===== config.mk =====
export PLATFORM = sky130hd
export DESIGN_NAME = serial_adder_flat
export DESIGN_NICKNAME = d
export VERILOG_FILES = /design/src/rtl/serial_adder_if.sv /design/src/rtl/serial_adder.sv /design/src/flat_wrapper.sv
export SDC_FILE = /design/constraint.sdc
export NUM_CORES = 1
export LEC_CHECK = 0
export ABC_AREA = 1
export CELL_PAD_IN_SITES_DETAIL_PLACEMENT = 1
export CELL_PAD_IN_SITES_GLOBAL_PLACEMENT = 2
export CORE_ASPECT_RATIO = 0.75
export CORE_MARGIN = 4
export CORE_UTILIZATION = 31
export DETAILED_ROUTE_END_ITERATION = 12
export MAX_ROUTING_LAYER = met4
export PLACE_DENSITY_LB_ADDON = 0.1
export SETUP_SLACK_MARGIN = 0.15
export SKIP_CTS_REPAIR_TIMING = 1
export SYNTH_ARGS = -nofsm -noshare
export SYNTH_HDL_FRONTEND = slang
export SYNTH_SLANG_ARGS = --single-unit

===== constraint.sdc =====
create_clock -name clk -period 1.84 [get_ports clk]
set_clock_uncertainty 0.1 [all_clocks]
set_input_delay 0.368 -clock clk [delete_from_list [all_inputs] [get_ports clk]]
set_output_delay 0.368 -clock clk [all_outputs]
set_load 0.01 [all_outputs]

===== src/rtl/serial_adder_if.sv =====
// Handshake and data bundle between a requester and the bit-serial adder.
// The requester drives operands and start; the adder returns status and results.
interface serial_adder_if #(
    parameter int WIDTH = 8
);
    logic             start;
    logic [WIDTH-1:0] a;
    logic [WIDTH-1:0] b;
    logic             cin;
    logic             busy;
    logic             done;
    logic [WIDTH-1:0] sum;
    logic             cout;
    logic             ovf;

    modport master (
        output start, a, b, cin,
        input  busy, done, sum, cout, ovf
    );

    modport slave (
        input  start, a, b, cin,
        output busy, done, sum, cout, ovf
    );
endinterface


===== src/rtl/serial_adder.sv =====
// Bit-serial two's-complement adder: one full-adder cell, LSB first, with a
// registered carry between bits and registered sum/carry-out/overflow results.
module serial_adder #(
    parameter int WIDTH = 8
) (
    input logic           clk,
    input logic           rst_n,
    serial_adder_if.slave bus
);
    localparam int CNT_W = $clog2(WIDTH);
    localparam logic [CNT_W-1:0] LAST_BIT = CNT_W'(WIDTH - 1);

    typedef enum logic [1:0] {IDLE, RUN, DONE} stateT;

    stateT            state;
    stateT            stateNext;
    logic [WIDTH-1:0] opA;
    logic [WIDTH-1:0] opB;
    logic [WIDTH-1:0] resShift;
    logic [WIDTH-1:0] resNext;
    logic             carry;
    logic             carryNext;
    logic             sumBit;
    logic             lastBit;
    logic [CNT_W-1:0] bitCount;

    // NOTE: every signal written here gets a default first, so no path leaves it unassigned and no latch is inferred.
    always_comb begin
        stateNext = state;
        sumBit    = opA[0] ^ opB[0] ^ carry;
        carryNext = (opA[0] & opB[0]) | (opA[0] & carry) | (opB[0] & carry);
        resNext   = {sumBit, resShift[WIDTH-1:1]};
        lastBit   = (bitCount == LAST_BIT);
        case (state)
            IDLE:    if (bus.start) stateNext = RUN;
            RUN:     if (lastBit) stateNext = DONE;
            DONE:    stateNext = IDLE;
            default: stateNext = IDLE;
        endcase
    end

    // NOTE: sequential state uses non-blocking assignments so all registers update from pre-edge values.
    always_ff @(posedge clk or negedge rst_n) begin
        if (!rst_n) begin
            state    <= IDLE;
            opA      <= '0;
            opB      <= '0;
            resShift <= '0;
            carry    <= 1'b0;
            bitCount <= '0;
            bus.busy <= 1'b0;
            bus.done <= 1'b0;
            bus.sum  <= '0;
            bus.cout <= 1'b0;
            bus.ovf  <= 1'b0;
        end else begin
            state    <= stateNext;
            bus.busy <= (stateNext == RUN);
            bus.done <= (stateNext == DONE);
            if (state == IDLE && bus.start) begin
                opA      <= bus.a;
                opB      <= bus.b;
                carry    <= bus.cin;
                bitCount <= '0;
            end else if (state == RUN) begin
                opA      <= opA >> 1;
                opB      <= opB >> 1;
                resShift <= resNext;
                carry    <= carryNext;
                bitCount <= bitCount + CNT_W'(1);
                // carry still holds the carry into the MSB while the last bit is processed
                if (lastBit) begin
                    bus.sum  <= resNext;
                    bus.cout <= carryNext;
                    bus.ovf  <= carry ^ carryNext;
                end
            end
        end
    end
endmodule


===== src/flat_wrapper.sv =====
// flat-port wrapper written by rule: the top's interface ports become plain ports
module serial_adder_flat 
#(
    parameter int WIDTH = 8
)
  (clk, rst_n, bus_start, bus_a, bus_b, bus_cin, bus_busy, bus_done, bus_sum, bus_cout, bus_ovf);
  serial_adder_if #(.WIDTH(WIDTH)) bus_i ();
  input logic clk;
  input logic rst_n;
  input wire logic [$bits(bus_i.start)-1:0] bus_start;
  input wire logic [$bits(bus_i.a)-1:0] bus_a;
  input wire logic [$bits(bus_i.b)-1:0] bus_b;
  input wire logic [$bits(bus_i.cin)-1:0] bus_cin;
  output wire logic [$bits(bus_i.busy)-1:0] bus_busy;
  output wire logic [$bits(bus_i.done)-1:0] bus_done;
  output wire logic [$bits(bus_i.sum)-1:0] bus_sum;
  output wire logic [$bits(bus_i.cout)-1:0] bus_cout;
  output wire logic [$bits(bus_i.ovf)-1:0] bus_ovf;
  assign bus_i.start = bus_start;
  assign bus_i.a = bus_a;
  assign bus_i.b = bus_b;
  assign bus_i.cin = bus_cin;
  assign bus_busy = bus_i.busy;
  assign bus_done = bus_i.done;
  assign bus_sum = bus_i.sum;
  assign bus_cout = bus_i.cout;
  assign bus_ovf = bus_i.ovf;
  serial_adder #(.WIDTH(WIDTH)) u_core (.clk(clk), .rst_n(rst_n), .bus(bus_i));
endmodule

# Yosys cells after proc, flatten, opt, wreduce, memory -nomap -nowiden
# Cells that the tools add are included.
# word_totals
register_bits,42
input_bits,20
output_inout_bits,12
wordCells,41
# op_classes
add_sub_neg,1
eq_ne,4
n_mux,11
n_bitwise,9
n_reduce_logical,5
# op_table
operator,n
2-to-1 mux 8 bit,4
2-to-1 mux 3 bit,2
== test 2 x 1 -> 1 bit (second input constant),2
2-to-1 mux 2 bit,2
case mux 2 bit (2 select lines),1
adder 3 x 1 -> 3 bit (second input constant),1
bitwise AND 1 bit,3
== test 3 bit (second input constant),1
AND reduction 3 bit,1
bitwise XOR 1 bit,3
== test 2 bit (second input constant),1
logical NOT 2 bit,1
2-to-1 mux 1 bit,2
OR 1 bit,2
AND reduction 2 bit,1
nonzero test 2 bit,1
logical AND 1 bit,1
NOT 1 bit,1

# Depth between registers and ports, before layout
# Gate-level depths: netlist of run 1.
# logic_depth
depth_word,5
depth_mapped,7
depth_no_buf,6

# Least setup slack after synthesis of run 1
# OpenSTA, ideal clock, no wires.
# synth_path
kind,reg2reg
from,reg u_core.bitCount[0]
to,reg u_core.bus.sum[1]
setup_time_ns,0.117
arrival_time_ns,1.142
t_required_ns,1.623
path_slack_ns,0.481
path_stages_with_launch,8
synth_period_minus_slack_ns,1.359
path_cell_list,dfrtp_1 ha_1 ha_1 inv_1 nor2_1 buf_4 nand2_1 nand2_1
# synth_via
elab_chain_cells,2
# synth_lines
element,line,source
"start, declared",serial_adder.sv:25,logic [CNT_W-1:0] bitCount;
"start signal, assigned",serial_adder.sv:70,bitCount <= bitCount + CNT_W'(1);
== test 3 bit,serial_adder.sv:33,lastBit = (bitCount == LAST_BIT);
AND reduction 3 bit (no line),-,
"end signal, assigned",serial_adder.sv:73,bus.sum <= resNext;
"end, declared",serial_adder_if.sv:23,"output busy, done, sum, cout, ovf"
# Every way passes these cells.
# A chain may end at the register's enable or synchronous reset.

# Final worst setup path of run 1
# layout_path
from,reg u_core.bus.sum[5]
to,out bus_sum[5]
# layout_rtl
element,line,source
"end, declared",flat_wrapper.sv:16,output wire logic [$bits(bus_i.sum)-1:0] bus_sum;
# No word-level cell between the ends.

==> results.py, run 1 <==
metrics = {
    "run_status": {
        "run_status": "completed",
    },
    "global_routing": {
        "initial_antenna_violation_count": 0,
        "grt_start_max_net_pins": 32,
        "via_count_of_the_first_global_routing_pass": 1518,
        "globalRouteOverflowTotal": 0,
        "global_route_wire_length_before_repair_um": 7307,
        "grt_util_all_layers_pct": 14.15,
    },
    "timing": {
        "slew_viol_final": 0,
        "max_clk_rate_ghz": 0.6075,
        "worst_slack_ns": 0.1940,
        "tightestPinTransition_ns": 0.4648,
        "final_min_period_over_clock_period_pct": 89.46,
        "setup-tns-final_ns": 0,
        "rsz_0062_raised_after_global_routing": "true",
        "timing.slew.headroom_pct": 68.98,
        "setup_viol": 0,
        "fin_crit_ns": 1.646,
        "hold_violation_count_in_the_final_report": 0,
    },
    "flow_run": {
        "number_of_max_capacitance_violations_reported": 0,
    },
    "floorplan": {
        "die_x_um": 94.68,
        "start_util_pct": 32.28,
        "die-height_um": 73.01,
        "ioPinCount": 32,
        "die_area_um2": 6912,
        "floorplan.rows": 23,
        "core_area_um2": 5410,
    },
    "critical_path": {
        "worstPathArrival_ns": 1.18,
        "timing.rr.end": "u_core.bus.sum[1]",
        "slowest_delay_ns": 0.53,
        "cp.buffers_inverters": 1,
        "timing.critical_path.cells": "clkdlybuf4s50_1",
        "worst_reg_to_reg_path_cell_count": 6,
        "setup.reg_to_reg.worst_slack_ns": 0.31,
        "path_max_fanout": 2,
        "rr_startpoint": "u_core.bitCount[0]",
        "cpLargestDelayFamily": "buffers and inverters",
        "crit_type": "register to output port",
        "critPathRequiredTime_ns": 1.37,
        "critical_path.startpoint_type": "register",
        "critical-path-slowest-cell": "sky130_fd_sc_hd__clkdlybuf4s50_1",
        "end_kind": "output port",
    },
    "drt": {
        "dr.pass1.iters": 4,
        "detail_route.wirelength_um": 4317,
        "vias_per_cell": 4.772,
        "ant_nets": 0,
        "initialDrtViolationCount": 51,
        "wire_per_inst_um": 14.06,
        "routed_via_count": 1465,
        "remaining_drc_errors": 0,
    },
    "final_layout": {
        "antenna-diode-count": 0,
        "layout.nets": 254,
        "drive_above_1_share_pct": 7.328,
        "area_growth_syn_to_layout_pct": 30.66,
    },
    "hold_path": {
        "worst_hold_path_type": "register to register",
        "startpoint_of_the_tightest_hold_check_path": "u_core.bus.sum[3]",
        "hold_path_end": "u_core.bus.sum[3]",
        "worstHoldPathCells": 2,
    },
    "placement": {
        "port_buffer_count": 31,
        "hpwl_detailed_um": 3000,
        "finalWeightedCongestion": 0.7247,
        "placement.setup.worst_slack_ns": 0.09077,
    },
    "synth": {
        "syn_area_per_cell_um2": 8.957,
        "synth_top_area_share_pct": 58.74,
        "postSynthCellCount": 195,
        "mappedNetlistNets": 218,
        "post-synth-top-area-cell": "sky130_fd_sc_hd__dfrtp_1",
        "netlist_area_um2": 1747,
        "sequential_share_of_the_synthesized_area_pct": 58.74,
        "ys_seq_elements": 41,
        "yosys_cell_types": 15,
        "synthesis.yosys.warnings": 0,
        "yosys-top-cells-area": "sky130_fd_sc_hd__dfrtp_1 (59%), sky130_fd_sc_hd__nand2_1 (14%), sky130_fd_sc_hd__nand3_1 (14%)",
    },
    "pwr": {
        "power.share.combinational_pct": 40.4,
        "ir_worst_vdd_mv": 0.4999,
        "leakage_uw": 0.001206,
        "p_int_uw": 2135,
        "power-per-cell-area_nw_per_um2": 1518,
        "switching_share_of_power_pct": 38.37,
        "sequentialPowerShare_pct": 43.1,
        "power.switching_uw": 1329,
        "power.clock.fraction_pct": 16.5,
    },
    "clock_tree": {
        "clock_tree.root_cell": "sky130_fd_sc_hd__clkbuf_8",
        "tritoncts.num_buffers": 5,
        "clock_sinks": 41,
        "clkLatencyLatePin_ns": 0.29,
        "cts-htree-levels": 2,
        "ctsLongestPathBuffers": 2,
        "cts.reportedPaths.clkPinSlew_ns": 0.08,
        "cts_tree": "built",
    },
}
-- flip-flops by register name, summed over array words and instances, names as in the netlist --
signal	count
u_core.bitCount	3
u_core.state	2
u_core.opB	8
u_core.opA	8
u_core.bus.sum	8
u_core.bus.ovf	1
u_core.bus.cout	1
u_core.bus.done	1
u_core.bus.busy	1
u_core.resShift	7
u_core.carry	1
-- synth_stat cells (all sizes together) --
| cell type | count |
|---|---|
| clkbuf | 2 |
| a22oi | 2 |
| inv | 8 |
| ha | 2 |
| fa | 1 |
| nor2 | 5 |
| nand3 | 50 |
| o21ai | 7 |
| nand2 | 68 |
| buf | 9 |
| dfrtp | 41 |
-- how the worst max path moves through the flow --
stage | start | endpoint | slack [ns] | cells after the start
5_1_grt | u_core.bitCount[0] | u_core.bus.sum[1] | 0.13 | 6
6_report | u_core.bus.sum[5] | bus_sum[5] | 0.19 | 1
4_1_cts | u_core.bitCount[0] | u_core.bus.sum[1] | 0.07 | 6
3_5_place_dp | u_core.bitCount[0] | u_core.bus.sum[1] | 0.09 | 6
2_1_floorplan | u_core.bitCount[0] | u_core.bus.sum[1] | 0.48 | 7
3_3_place_gp | bus_start | u_core.opA[7] | 0.14 | 6
-- power by group through the flow --
| stage | Sequential, uW | Combinational (uW) | Clock [uW] |
|---|---|---|---|
| 2_1_floorplan | 1520 | 831 | 0 |
| 3_3_place_gp | 1500 | 1390 | 0 |
| 3_5_place_dp | 1520 | 1440 | 0 |
| 4_1_cts | 1500 | 1450 | 591 |
| 5_1_grt | 1540 | 1590 | 627 |
| 6_report | 1490 | 1400 | 572 |
-- final cells by class --
class	count	area [um2]
fillers	650	3128
clock buffers	8	80.08
well taps	75	93.84
repair buffers	40	420.4
inverters	8	30.03
flip-flops and latches	41	1026
multi-input cells	135	631.9
-- cells by family after synthesis --
group / Yosys count / share of synthesized area, %
adders and majority gates: 3 / 2.579
DFF: 41 / 58.74
buffers and inverters: 19 / 5.229
and+or+nand+nor: 123 / 30.59
AOI/OAI and AO/OA: 9 / 2.865
-- cell usage in the layout, fill, tap and decap left out, types with 3 or more instances in the layout --
| cell | instances |
|---|---|
| sky130_fd_sc_hd__nand3_1 | 50 |
| sky130_fd_sc_hd__dlymetal6s2s_1 | 8 |
| sky130_fd_sc_hd__clkdlybuf4s50_1 | 22 |
| sky130_fd_sc_hd__nor2_1 | 3 |
| sky130_fd_sc_hd__clkbuf_1 | 3 |
| sky130_fd_sc_hd__o21ai_0 | 7 |
| sky130_fd_sc_hd__buf_4 | 6 |
| sky130_fd_sc_hd__inv_1 | 8 |
| sky130_fd_sc_hd__clkbuf_8 | 5 |
| sky130_fd_sc_hd__nand2_1 | 67 |
| sky130_fd_sc_hd__dfrtp_1 | 41 |
-- worst reg2reg max path: cells and delay by family, from the launching register on --
| kind | cells | cell delay [ns] |
|---|---|---|
| DFF | 1 | 0.37 |
| adders and majority gates | 2 | 0.32 |
| buffers and inverters | 1 | 0.07 |
| and+or+nand+nor | 3 | 0.60 |
-- per-layer routing --
metal / part of all wire (%) / vias up / global-route usage [%]
met5: 0 / - / -
met4: 1.4 / 0 / 4.800
met3: 4.5 / 7 / 3.711
met2: 45 / 24 / 21.48
li1: - / 707 / -
met1: 49 / 727 / 18.44
-- through the flow --
step / hold slack, ns / std cells / power, uW / instance area, um2 / util (%)
detailed placement: 0.2373 / 298 / 2956 / 2170 / 40.10
global route: 0.4091 / 307 / 3759 / 2282 / 42.18
global placement: 0.2275 / 298 / 2894 / 2170 / 40.10
floorplan: -0.02759 / 195 / 2347 / 1747 / -
CTS: -0.08656 / 306 / 3544 / 2250 / 41.58
finish: 0.3737 / 307 / 3465 / 2282 / 42.18
Note: power is estimated with default switching activity, not from simulation.
==> run 2: changes to the inputs <==
--- a/config.mk
+++ b/config.mk
@@ -8,12 +8,12 @@
 export ABC_AREA = 1
 export CELL_PAD_IN_SITES_DETAIL_PLACEMENT = 1
 export CELL_PAD_IN_SITES_GLOBAL_PLACEMENT = 2
-export CORE_ASPECT_RATIO = 0.75
+export CORE_ASPECT_RATIO = 1.25
 export CORE_MARGIN = 4
 export CORE_UTILIZATION = 31
 export DETAILED_ROUTE_END_ITERATION = 12
 export MAX_ROUTING_LAYER = met4
-export PLACE_DENSITY_LB_ADDON = 0.1
+export PLACE_DENSITY = 0.87
 export SETUP_SLACK_MARGIN = 0.15
 export SKIP_CTS_REPAIR_TIMING = 1
 export SYNTH_ARGS = -nofsm -noshare
==> run 2 against run 1 <==
Compared with the run above: global-route usage decreased by 1.3 points; routed wire length decreased by 11%; sequential power about the same; critical path depth unchanged; worst setup slack improved by 0.0066 ns; first-iteration DRC count increased by 7.8%; non-clock buffer count decreased by 1; hold slack got worse by 0.0034 ns; via count decreased by 2.4%; critical endpoint is now bus_sum[1].
==> results.py, run 2 (synthesis gave the netlist of run 1 again) <==
metrics = {
    "run_status": {
        "run_status": "completed",
    },
    "clock_tree": {
        "clkLatencyLatePin_ns": 0.28,
        "ctsLongestPathBuffers": 2,
        "cts_tree": "built",
        "cts.reportedPaths.clkPinSlew_ns": 0.07,
        "cts-htree-levels": 2,
        "tritoncts.num_buffers": 5,
        "clock_tree.root_cell": "sky130_fd_sc_hd__clkbuf_8",
        "clock_sinks": 41,
    },
    "critical_path": {
        "timing.critical_path.cells": "clkdlybuf4s50_1",
        "setup.reg_to_reg.worst_slack_ns": 0.41,
        "path_max_fanout": 2,
        "worstPathArrival_ns": 1.17,
        "end_kind": "output port",
        "critical-path-slowest-cell": "sky130_fd_sc_hd__clkdlybuf4s50_1",
        "critPathRequiredTime_ns": 1.37,
        "cp.buffers_inverters": 1,
        "crit_type": "register to output port",
        "critical_path.startpoint_type": "register",
        "slowest_delay_ns": 0.54,
        "cpLargestDelayFamily": "buffers and inverters",
    },
    "final_layout": {
        "area_occupied_by_multi_input_gates_um2": 636.9,
        "layout.filler_cells": 642,
        "post_route_standard_cell_area_excluding_fillers_um2": 2238,
        "seq_area_um2": 1026,
        "biggestRegsByFlops": "u_core.bus.sum (8), u_core.opA (8), u_core.opB (8)",
        "layout.nets": 253,
        "drive_above_1_share_pct": 7.792,
        "antenna-diode-count": 0,
        "fin_cells": 295,
        "most-common-layout-cells": "sky130_fd_sc_hd__nand2_1 (67), sky130_fd_sc_hd__nand3_1 (50), sky130_fd_sc_hd__dfrtp_1 (41)",
        "area_growth_syn_to_layout_pct": 28.15,
        "commonest_non_fill_non_tap_cell_in_the_layout": "sky130_fd_sc_hd__nand2_1",
    },
    "floorplan": {
        "die_area_um2": 6907,
        "core_area_um2": 5443,
        "ioPinCount": 32,
        "floorplan.rows": 30,
        "die-height_um": 91.93,
        "die_x_um": 75.14,
        "start_util_pct": 32.09,
    },
    "timing": {
        "tightestPinTransition_ns": 0.3127,
        "setup-tns-final_ns": 0,
        "final_min_period_over_clock_period_pct": 89.10,
        "slew_viol_final": 0,
        "worst_slack_ns": 0.2006,
        "hold_violation_count_in_the_final_report": 0,
        "rsz_0062_raised_after_global_routing": "false",
        "setup_viol": 0,
        "fin_crit_ns": 1.639,
        "max_clk_rate_ghz": 0.6100,
        "timing.slew.headroom_pct": 79.15,
    },
    "drt": {
        "routed_via_count": 1430,
        "vias_per_cell": 4.847,
        "ant_nets": 0,
        "initialDrtViolationCount": 55,
        "detail_route.wirelength_um": 3824,
        "wire_per_inst_um": 12.96,
        "dr.pass1.iters": 4,
        "remaining_drc_errors": 0,
    },
    "placement": {
        "placed_cell_areas_um2": 2136,
        "finalWeightedCongestion": 0.7413,
        "port_buffer_count": 31,
        "placement.setup.worst_slack_ns": 0.08320,
        "dpl.cell_count": 286,
        "hpwl_detailed_um": 2686,
    },
    "pwr": {
        "total_power_uw": 3394,
        "power-per-cell-area_nw_per_um2": 1516,
        "ir_worst_vdd_mv": 0.5923,
        "leakage_uw": 0.001098,
    },
    "flow_run": {
        "number_of_max_capacitance_violations_reported": 0,
    },
    "global_routing": {
        "via_count_of_the_first_global_routing_pass": 1492,
        "global_route_wire_length_before_repair_um": 6713,
        "grt_start_max_net_pins": 32,
        "grt_util_all_layers_pct": 12.83,
        "globalRouteOverflowTotal": 0,
        "initial_antenna_violation_count": 0,
    },
    "hold_path": {
        "worst_hold_path_type": "register to register",
    },
}
[run 2: cell count changes in the layout (fill, tap and decap cells not counted), sizes merged]
cell           delta
clkdlybuf4s50     +7
dlymetal6s2s      -7
clkbuf            -2
clkinv            +2
buf               -1
[run 2: final cells by class]
| cell class | instances | area share (%) |
|---|---|---|
| Sequential cell | 41 | 45.84 |
| Multi-Input combinational cell | 135 | 28.45 |
| Inverter | 8 | 1.342 |
| Clock buffer | 6 | 3.242 |
| Clock inverter | 2 | 0.4472 |
| Tap cell | 64 | 3.577 |
| Timing Repair Buffer | 39 | 17.10 |
[run 2: path summary, 6_finish.rpt]
kind,cells after the start,startpoint,endpoint
min in group asynchronous,2,rst_n,u_core.bus.sum[1]
min,2,u_core.resShift[5],u_core.bus.sum[4]
max reg2reg,6,u_core.carry,u_core.bus.ovf
min reg2reg,2,u_core.resShift[5],u_core.bus.sum[4]
max in group asynchronous,3,rst_n,u_core.bitCount[1]
max,1,u_core.bus.sum[1],bus_sum[1]
[run 2: metrics by stage]
stage                     hold slack, ns  utilization, %
after floorplan                 -0.02759               -
after global placement            0.1758           39.24
after detailed placement          0.1768           39.24
after CTS                        -0.1357           40.76
after global routing              0.3985           41.13
final                             0.3703           41.13
[run 2: metal layers]
layer	vias up	track usage (%)	share of wire, %
met1	696	15.23	44
li1	703	-	-
met3	5	1.974	3.7
met5	-	-	0
met2	26	21.29	50
met4	0	5.248	1.9
[run 2: power breakdown]
group | switching (uW) | internal, uW | leakage (uW)
Combinational | 773 | 581 | 0.000521
Clock | 291 | 263 | 0.0000450
Sequential | 213 | 1270 | 0.000532
